<file path="src/rtl/assembler_line_sequencer.sv">
// assembler_line_sequencer: streams source bytes line by line into the instruction parser
// and writes each parsed word to instruction memory at sequential addresses.
module assembler_line_sequencer #(
    parameter int CHAR_PER_LINE = 64,
    parameter int IMEM_DEPTH    = 1024,
    parameter int PARSE_TIMEOUT = 16,
    parameter int ADDR_W        = $clog2(IMEM_DEPTH)
) (
    input  logic              clk_in,
    input  logic              rst_in,
    input  logic              start_in,
    input  logic              char_valid_in,
    input  logic [7:0]        char_in,
    output logic              char_ready_out,
    output logic              parser_line_out,
    output logic              parser_char_vld,
    output logic [7:0]        parser_char,
    output logic              parser_eol_out,
    input  logic [31:0]       parser_inst_in,
    input  logic              parser_ready_in,
    input  logic              parser_error_in,
    output logic              imem_we_out,
    output logic [ADDR_W-1:0] imem_addr_out,
    output logic [31:0]       imem_data_out,
    output logic              busy_out,
    output logic              done_out,
    output logic              error_out,
    output logic [2:0]        error_code_out,
    output logic [15:0]       error_line_out,
    output logic [ADDR_W:0]   inst_count_out
);
    localparam int CW = $clog2(CHAR_PER_LINE + 1);
    localparam int WW = $clog2(PARSE_TIMEOUT);
    typedef enum logic [2:0] {IDLE, NEW_LINE, FEED, SKIP, WAIT_PARSE, WRITE, DONE, ERROR} state_t;
    state_t state_q, state_d;
    logic [CW-1:0]   cnt_q, cnt_d;
    logic [WW-1:0]   wcnt_q, wcnt_d;
    logic [15:0]     line_q, line_d, eline_q, eline_d, line_inc;
    logic [ADDR_W:0] icnt_q, icnt_d;
    logic [31:0]     data_q, data_d;
    logic [7:0]      pchar_q, pchar_d;
    logic [2:0]      ecode_q, ecode_d, err_code;
    logic            eof_q, eof_d, pvld_q, pvld_d, peol_q, peol_d;
    logic            is_eof, is_end, full;
    assign is_eof   = char_in == 8'h00;
    assign is_end   = is_eof || char_in == 8'h0A;
    assign line_inc = (line_q == 16'hFFFF) ? line_q : line_q + 16'd1;
    assign full     = icnt_q == (ADDR_W+1)'(IMEM_DEPTH);
    always_ff @(posedge clk_in) begin
        if (!rst_in) begin
            state_q <= IDLE;
            cnt_q   <= '0;
            wcnt_q  <= '0;
            line_q  <= '0;
            eline_q <= '0;
            icnt_q  <= '0;
            data_q  <= '0;
            pchar_q <= '0;
            ecode_q <= '0;
            eof_q   <= 1'b0;
            pvld_q  <= 1'b0;
            peol_q  <= 1'b0;
        end else begin
            state_q <= state_d;
            cnt_q   <= cnt_d;
            wcnt_q  <= wcnt_d;
            line_q  <= line_d;
            eline_q <= eline_d;
            icnt_q  <= icnt_d;
            data_q  <= data_d;
            pchar_q <= pchar_d;
            ecode_q <= ecode_d;
            eof_q   <= eof_d;
            pvld_q  <= pvld_d;
            peol_q  <= peol_d;
        end
    end
    always_comb begin
        state_d  = state_q;
        cnt_d    = cnt_q;
        wcnt_d   = wcnt_q;
        line_d   = line_q;
        eline_d  = eline_q;
        icnt_d   = icnt_q;
        data_d   = data_q;
        pchar_d  = pchar_q;
        ecode_d  = ecode_q;
        eof_d    = eof_q;
        pvld_d   = 1'b0;
        peol_d   = 1'b0;
        err_code = 3'd0;
        case (state_q)
            IDLE, DONE, ERROR: if (start_in) begin
                state_d = NEW_LINE;
                cnt_d   = '0;
                icnt_d  = '0;
                line_d  = 16'd1;
                eof_d   = 1'b0;
                ecode_d = 3'd0;
                eline_d = 16'd0;
            end
            NEW_LINE: begin
                cnt_d   = '0;
                state_d = FEED;
            end
            FEED, SKIP: if (char_valid_in) begin
                // A non-empty line skipped after ';' already had its eol pulsed, so no second one.
                if (is_end) begin
                    if (cnt_q == '0) begin
                        state_d = is_eof ? DONE : NEW_LINE;
                        line_d  = is_eof ? line_q : line_inc;
                    end else begin
                        state_d = WAIT_PARSE;
                        wcnt_d  = '0;
                        eof_d   = is_eof;
                        peol_d  = state_q == FEED;
                    end
                end else if (state_q == FEED && char_in == 8'h3B) begin
                    state_d = SKIP;
                    peol_d  = cnt_q != '0;
                end else if (state_q == FEED && char_in != 8'h0D) begin
                    pchar_d = char_in;
                    pvld_d  = 1'b1;
                    cnt_d   = cnt_q + 1'b1;
                    if (cnt_q == CW'(CHAR_PER_LINE - 1)) err_code = 3'd3;
                end
            end
            WAIT_PARSE: begin
                wcnt_d = wcnt_q + 1'b1;
                if (parser_error_in) err_code = 3'd1;
                else if (parser_ready_in) begin
                    if (full) err_code = 3'd4;
                    else begin
                        data_d  = parser_inst_in;
                        state_d = WRITE;
                    end
                end else if (wcnt_q == WW'(PARSE_TIMEOUT - 1)) err_code = 3'd2;
            end
            WRITE: begin
                icnt_d  = icnt_q + 1'b1;
                state_d = eof_q ? DONE : NEW_LINE;
                line_d  = eof_q ? line_q : line_inc;
            end
            default: ;
        endcase
        if (err_code != 3'd0) begin
            state_d = ERROR;
            ecode_d = err_code;
            eline_d = line_q;
        end
    end
    always_comb begin
        char_ready_out  = state_q == FEED || state_q == SKIP;
        parser_line_out = state_q == NEW_LINE;
        imem_we_out     = state_q == WRITE;
        done_out        = state_q == DONE;
        error_out       = state_q == ERROR;
        busy_out        = !(state_q == IDLE || state_q == DONE || state_q == ERROR);
        parser_char_vld = pvld_q;
        parser_char     = pchar_q;
        parser_eol_out  = peol_q;
        imem_addr_out   = icnt_q[ADDR_W-1:0];
        imem_data_out   = data_q;
        error_code_out  = ecode_q;
        error_line_out  = eline_q;
        inst_count_out  = icnt_q;
    end
endmodule
</file>
<file path="config.mk">
export PLATFORM = sky130hd
export DESIGN_NAME = assembler_line_sequencer
export DESIGN_NICKNAME = d
export VERILOG_FILES = /design/src/rtl/assembler_line_sequencer.sv
export SDC_FILE = /design/constraint.sdc
export NUM_CORES = 1
export LEC_CHECK = 0
export CORE_ASPECT_RATIO = 0.7
export CORE_UTILIZATION = 40
export DETAILED_ROUTE_END_ITERATION = 12
export PLACE_DENSITY = 0.72
export SKIP_CTS_REPAIR_TIMING = 1
export SLEW_MARGIN = 15
export SYNTH_ARGS = -nofsm -noshare
export SYNTH_HDL_FRONTEND = slang
export SYNTH_SLANG_ARGS = --single-unit
</file>
<file path="constraint.sdc">
create_clock -name clk_in -period 2.17 [get_ports clk_in]
set_input_delay 0.217 -clock clk_in [delete_from_list [all_inputs] [get_ports clk_in]]
set_output_delay 0.217 -clock clk_in [all_outputs]
set_load 0.02 [all_outputs]
</file>
==> out/qor.txt, run 1 <==
Status = finished clean
Register clock-pin slew on the reported worst setup and hold paths = 0.07 ns
Area added between synthesis and finish = 48.4%
Cts bufs inserted = 9
Nature of the critical path startpoint = flop
Cell count of the worst reg-to-reg path = 7
IR drop worst, VDD = 0.000596 V
Hold path depth = 4
Number of clock sinks seen by CTS = 103
Total core area = 11300 µm²
Total number of vias = 4713
Endpoints failing setup = 0
Horizontal die dimension = 132 µm
Number of unique standard cell types used by synthesis = 59
DR WL/cell = 15.5 µm
Most used routing layer = met2
Antenna diodes = 0
Data arrival time of the critical path = 2.40 ns
Number of global-route vias before repair = 4387
Routed via count divided by cell count = 5.23
Slew at the pin with the worst max-slew slack = 0.572 ns
Clock skew after layout = 0.00825 ns
Fin crit period = 2.15 ns
Leak Pwr = 2.52 nW
Largest net degree at the start of global routing = 33
Port Buf Inserts = 133
Total number of yosys warnings = 0
Total routing usage reported by global routing = 21.9%
Highest achievable clock rate = 465 MHz
Worst Hold Launch = char_in[5]
Ys flop type = dfxtp_1
Cell type with the highest aggregate area in the netlist = dfxtp_1
Post-route DRC = 0
CTS Root Buffer Type = clkbuf_16
Setup repair after global routing missed its margin = true
Number of nets produced by synthesis = 630
Overall power of the completed layout = 5.28 mW
H-tree level count = 3
Clock tree from TritonCTS = done
Later-pin clock latency in the skew report = 0.35 ns
Reg-to-reg setup timing slack = 0.02 ns
Minimum setup slack in the final design = 0.0178 ns
Share of post-route cells with drive strength above 1 = 15.6%
Number of max-capacitance violations reported = 0
First-pass detailed-route iteration total = 5
Nets = 796
Aggregate global routing overflow = 0
Met2 usage in global routing = 35.6%
Hold crit path type = input port to flop
Final WL = 14000 µm
Cell Count, Final, Fillers Out = 902
Setup Crit Path Kind = flop to flop
Share of synthesized flip-flops with an asynchronous set or reset = 0%
ANT nets after route = 0
Count of state elements after synthesis = 103
Std cell rows = 32
Count of pins over their slew limit = 0
Sum of net half-perimeters after detailed placement = 9970 µm
Worst Setup SP = cnt_q[6]
Post-synthesis instance area = 4730 µm²
Worst-case setup slack after placement = -0.528 ns
Post-synth EDFFs = 0
Relative slew slack = 61.5%
Top-level port count = 134
GR Util met3 = 4.17%
Fraction of the yosys area taken by sequential cells = 43.6%
Overall die area = 12300 µm²
Final period utilization = 99.2%
Wire length of the first global-routing pass = 21700 µm
Maximum fanout count along the critical path = 8
Worst endpoint required time = 2.42 ns
Kind of end point of the critical path = flop
Reg2Reg Launch Point = cnt_q[6]
Top cell type's share of synthesized area = 43.6%
End of the worst register-to-register path = line_q[10]
Commonest cells post-synth = nand2_1, dfxtp_1, a21oi_1, nor2_1, nand3_1
Met1 Track Usage GR = 29.9%
Number of antenna violations at the first check in global routing = 0
Initial Utilization = 42.0%
Final Hold Viols = 0
Fraction of the core area covered by cells at the end of the flow = 62.4%
Post-route worst hold slack = 0.279 ns
Most frequent cell after synthesis = nand2_1
Top area cells in the synthesized netlist = dfxtp_1, nand2_1, a21oi_1
Floorplan die height = 93.0 µm
Detailed Route Iter0 Violations = 403
Hold EP = parser_char[5]
Final Wtd Congestion = 0.842
Power per unit of standard cell area = 752 nW/µm²
Synthesized area per cell = 8.18 µm²
Number of standard cells after synthesis = 578
# placed instances = 881
Buffer depth of the longest clock path = 2
critical path: stages, from the launching register on:
cell     delay, ns
dfxtp_1       0.32
or4_4         0.56
a211o_4       0.31
a211o_4       0.41
buf_6         0.15
nor3_4        0.11
xnor2_1       0.13
nor2_1        0.05
power breakdown:
part / internal [mW] / total (mW) / switching [mW]
clock network: 0.947 / 1.71 / 0.763
logic: 0.675 / 1.56 / 0.887
registers: 1.94 / 2.00 / 0.0624
per-layer routing:
metal / vias to the layer above / routed length [µm] / share of wire (%)
li1: 2314 / - / -
met1: 2233 / 6620 / 47
met2: 147 / 6530 / 47
met3: 19 / 718 / 5.1
met4: 0 / 153 / 1.1
met5: - / 0 / 0
sequential cells by signal (all words and copies together), names as in the netlist:
signal / cells
wcnt_q: 4
line_q: 16
state_q: 3
parser_char_vld: 1
cnt_q: 7
parser_eol_out: 1
inst_count_out: 11
error_code_out: 3
parser_char: 8
imem_data_out: 32
error_line_out: 16
eof_q: 1
per-stage QoR:
step	instance area [µm²]	TNS [ns]
after floorplan	4730	0
after global placement	6510	-13.63
after detailed placement	6510	-16.60
after CTS	6830	-3.10
after global routing	7020	-0.276
final	7020	0
cell type report:
type                    count  area [µm²]
clock buffers              10         239
clock inverters             6        77.6
multi-input cells         423        2540
well taps                 153         191
inverters                  14        52.6
fillers                   934        4230
repair buffers            193        1850
flip-flops and latches    103        2060
cells by family after synthesis:
logic type	after synthesis	synth area share [%]
simple gates	271	27.8
compound gates	107	14.1
flops	103	43.6
buf+inv	54	5.53
xor+xnor	23	4.42
mux	14	3.02
fa+ha+maj	6	1.59
worst max path at each step:
stage,endpoint,slack (ns),cells after the start
after CTS,error_line_out[9],-0.20,9
after detailed placement,error_line_out[9],-0.53,9
after global routing,eof_q,-0.06,7
after floorplan,line_q[5],0.11,7
after global placement,line_q[6],-0.40,8
final,line_q[10],0.02,7
cell usage in the layout (no fill, tap or decap), types with 5 or more instances in the layout:
master           Yosys  routed
clkdlybuf4s50_1      0     127
nand2_1            114     114
dfxtp_1            103     102
a21oi_1             67      66
nor2_1              54      54
buf_4               12      52
nand3_1             31      30
xnor2_1             20      20
inv_1               14      13
mux2i_1             12      12
o21ai_0             12      11
clkbuf_16            0       9
nor3_1               8       8
nand4_1              8       8
nor4_2               1       6
nor3_2               9       6
and3_1               6       6
ha_1                 6       6
dlymetal6s2s_1       0       6
a31oi_1              5       5
buf_6                1       5
No activity file was read; power rests on OpenSTA's default activity.
==> inputs of run 2 (changes only) <==
--- a/config.mk
+++ b/config.mk
@@ -9,7 +9,6 @@
 export CORE_UTILIZATION = 40
 export DETAILED_ROUTE_END_ITERATION = 12
 export PLACE_DENSITY = 0.72
-export SKIP_CTS_REPAIR_TIMING = 1
 export SLEW_MARGIN = 15
 export SYNTH_ARGS = -nofsm -noshare
 export SYNTH_HDL_FRONTEND = slang
==> run 2 against run 1 <==
  * The flow now finishes with violations (setup timing)
  * Die area unchanged
  * Via count fell by 1.1%
  * Critical path depth decreased by 1
  * Register-to-register slack worse by 0.06 ns
  * Critical path type unchanged
  * Wire length fell by 3.0%
  * Largest power group unchanged
  * Clock skew is 0.00081 ns higher
  * Power down 2.4%
  * Clock power is essentially flat
  * Final area shrank 1.3%
  * First-iteration DRC count up 0.99%
==> out/qor.txt, run 2 (synthesized netlist as in run 1, its figures left out) <==
Setup repair after global routing missed its margin = true (unchanged)
IR drop worst, VDD = 0.000568 V (was 0.000596 V)
Share of post-route cells with drive strength above 1 = 15.0% (was 15.6%)
Post-route worst hold slack = 0.410 ns (was 0.279 ns)
Horizontal die dimension = 132 µm (unchanged)
Port Buf Inserts = 133 (unchanged)
Detailed Route Iter0 Violations = 407 (was 403)
Kind of end point of the critical path = flop (unchanged)
Area occupied by registers = 2060 µm² (unchanged)
Fin crit period = 2.21 ns (was 2.15 ns)
Maximum fanout count along the critical path = 7 (was 8)
Floorplan die height = 93.0 µm (unchanged)
Top-level port count = 134 (unchanged)
Most frequent cells in the layout = clkdlybuf4s50_1, nand2_1, dfxtp_1 (unchanged)
Clock skew after layout = 0.00906 ns (was 0.00825 ns)
Dpl cell area = 6510 µm² (unchanged)
Endpoints failing setup = 3 (was 0)
Post-route DRC = 0 (unchanged)
Buffer depth of the longest clock path = 2 (unchanged)
Register clock-pin slew on the reported worst setup and hold paths = 0.07 ns (about the same)
Status = finished with violations (was finished clean)
Total core area = 11300 µm² (unchanged)
Std cell rows = 32 (unchanged)
Setup Crit Path Kind = flop to flop (unchanged)
Final Hold Viols = 0 (unchanged)
Antenna diodes = 0 (unchanged)
Final Wtd Congestion = 0.842 (unchanged)
Count of pins over their slew limit = 0 (unchanged)
Reg2Reg Launch Point = cnt_q[6] (unchanged)
Final period utilization = 102% (was 99.2%)
Relative slew slack = 59.9% (was 61.5%)
Number of max-capacitance violations reported = 0 (unchanged)
Routed via count divided by cell count = 5.18 (was 5.23)
ANT nets after route = 0 (unchanged)
Clock tree from TritonCTS = done (unchanged)
Area of the multi-input gates = 2480 µm² (was 2540 µm²)
Violations in the final reports = setup timing
Final WL = 13600 µm (was 14000 µm)
Slew at the pin with the worst max-slew slack = 0.593 ns (was 0.572 ns)
Post-layout instance area = 6920 µm² (was 7020 µm²)
DR WL/cell = 15.1 µm (was 15.5 µm)
Worst endpoint required time = 2.41 ns (was 2.42 ns)
Hold buffer count at cts = 0
H-tree level count = 3 (unchanged)
Later-pin clock latency in the skew report = 0.35 ns (about the same)
Final sum of negative setup slack = -0.0631 ns (was 0 ns)
Number of global-route vias before repair = 4411 (was 4387)
Worst Hold Launch = parser_inst_in[5] (was char_in[5])
Filler Cells Inserted = 952 (was 934)
Fraction of the core area covered by cells at the end of the flow = 61.5% (was 62.4%)
Worst Setup SP = cnt_q[6] (unchanged)
Sum of net half-perimeters after detailed placement = 9970 µm (unchanged)
Data arrival time of the critical path = 2.45 ns (was 2.40 ns)
Minimum setup slack in the final design = -0.0406 ns (was 0.0178 ns)
Total number of vias = 4661 (was 4713)
Highest achievable clock rate = 452 MHz (was 465 MHz)
Number of clock sinks seen by CTS = 103 (unchanged)
Max FFs per register = 32 (unchanged)
Initial Utilization = 42.0% (unchanged)
Power per unit of standard cell area = 744 nW/µm² (was 752 nW/µm²)
Overall power of the completed layout = 5.15 mW (was 5.28 mW)
Total routing usage reported by global routing = 22.0% (was 21.9%)
Hold crit path type = input port to flop (unchanged)
Nature of the critical path startpoint = flop (unchanged)
CTS Root Buffer Type = clkbuf_16 (unchanged)
Wire length of the first global-routing pass = 21700 µm (about the same)
Number of antenna violations at the first check in global routing = 0 (unchanged)
Cts bufs inserted = 9 (unchanged)
First-pass detailed-route iteration total = 5 (unchanged)
Area added between synthesis and finish = 46.4% (was 48.4%)
Most common library cell in the layout ignoring fill and taps = clkdlybuf4s50_1 (unchanged)
Leak Pwr = 2.46 nW (was 2.52 nW)
Largest net degree at the start of global routing = 33 (unchanged)
Aggregate global routing overflow = 0 (unchanged)
Nets = 794 (was 796)
Overall die area = 12300 µm² (unchanged)
## run 2: path summary, 6_finish.rpt
check,cells after the start,slack (ns),to
worst min register to register,2,0.45,imem_data_out[1]
worst max-delay path,6,-0.04,line_q[0]
worst max register to register,6,-0.04,line_q[0]
worst min-delay path,3,0.41,imem_data_out[5]
## run 2: layout make-up
cell class | instances | share of cell area (%)
clock buffer | 10 | 3.45
clock inverter | 6 | 1.12
inverter | 14 | 0.759
multi-input combinational | 422 | 35.9
sequential | 103 | 29.8
tap | 153 | 2.77
timing repair buffer | 192 | 26.2
## run 2: layer usage
layer	GRT usage [%]	share of wire [%]
met3	4.17	4.4
met5	0	0
met1	29.8	48
met4	5.72	0.92
met2	35.8	47
## run 2: what timing repair did
item	4_1_cts	5_1_grt
pin swaps	3	4
cloned	0	1
gates resized for setup	4	9
setup endpoints to repair	31	32
hold endpoints to repair	0	0
buffers inserted	1	1
## run 2: critical path, stage by stage, from the launching register on
cell and delay (ns):
dfxtp_1 0.32, or4_4 0.56, a211o_4 0.31, a211o_2 0.46
nor2_2 0.18, o211ai_1 0.13, o211a_1 0.15
## run 2: through the flow
step	instances	worst slack, ns
2_1_floorplan	578	0.112
3_3_place_gp	881	-0.402
3_5_place_dp	881	-0.528
4_1_cts	898	-0.00215
5_1_grt	900	-0.0942
6_report	900	-0.0406
## run 2: where the power goes
part / total, mW / switching [mW] / internal, mW
registers: 2.01 / 0.0631 / 1.94
clock network: 1.70 / 0.757 / 0.946
logic: 1.44 / 0.822 / 0.621
==> inputs of run 3 (changes only) <==
--- a/config.mk
+++ b/config.mk
@@ -5,6 +5,7 @@
 export SDC_FILE = /design/constraint.sdc
 export NUM_CORES = 1
 export LEC_CHECK = 0
+export ABC_CLOCK_PERIOD_IN_PS = 2170
 export CORE_ASPECT_RATIO = 0.7
 export CORE_UTILIZATION = 40
 export DETAILED_ROUTE_END_ITERATION = 12
==> results of run 3 <==
No change in the layout: final DEF, timing and power equal those of run 2.
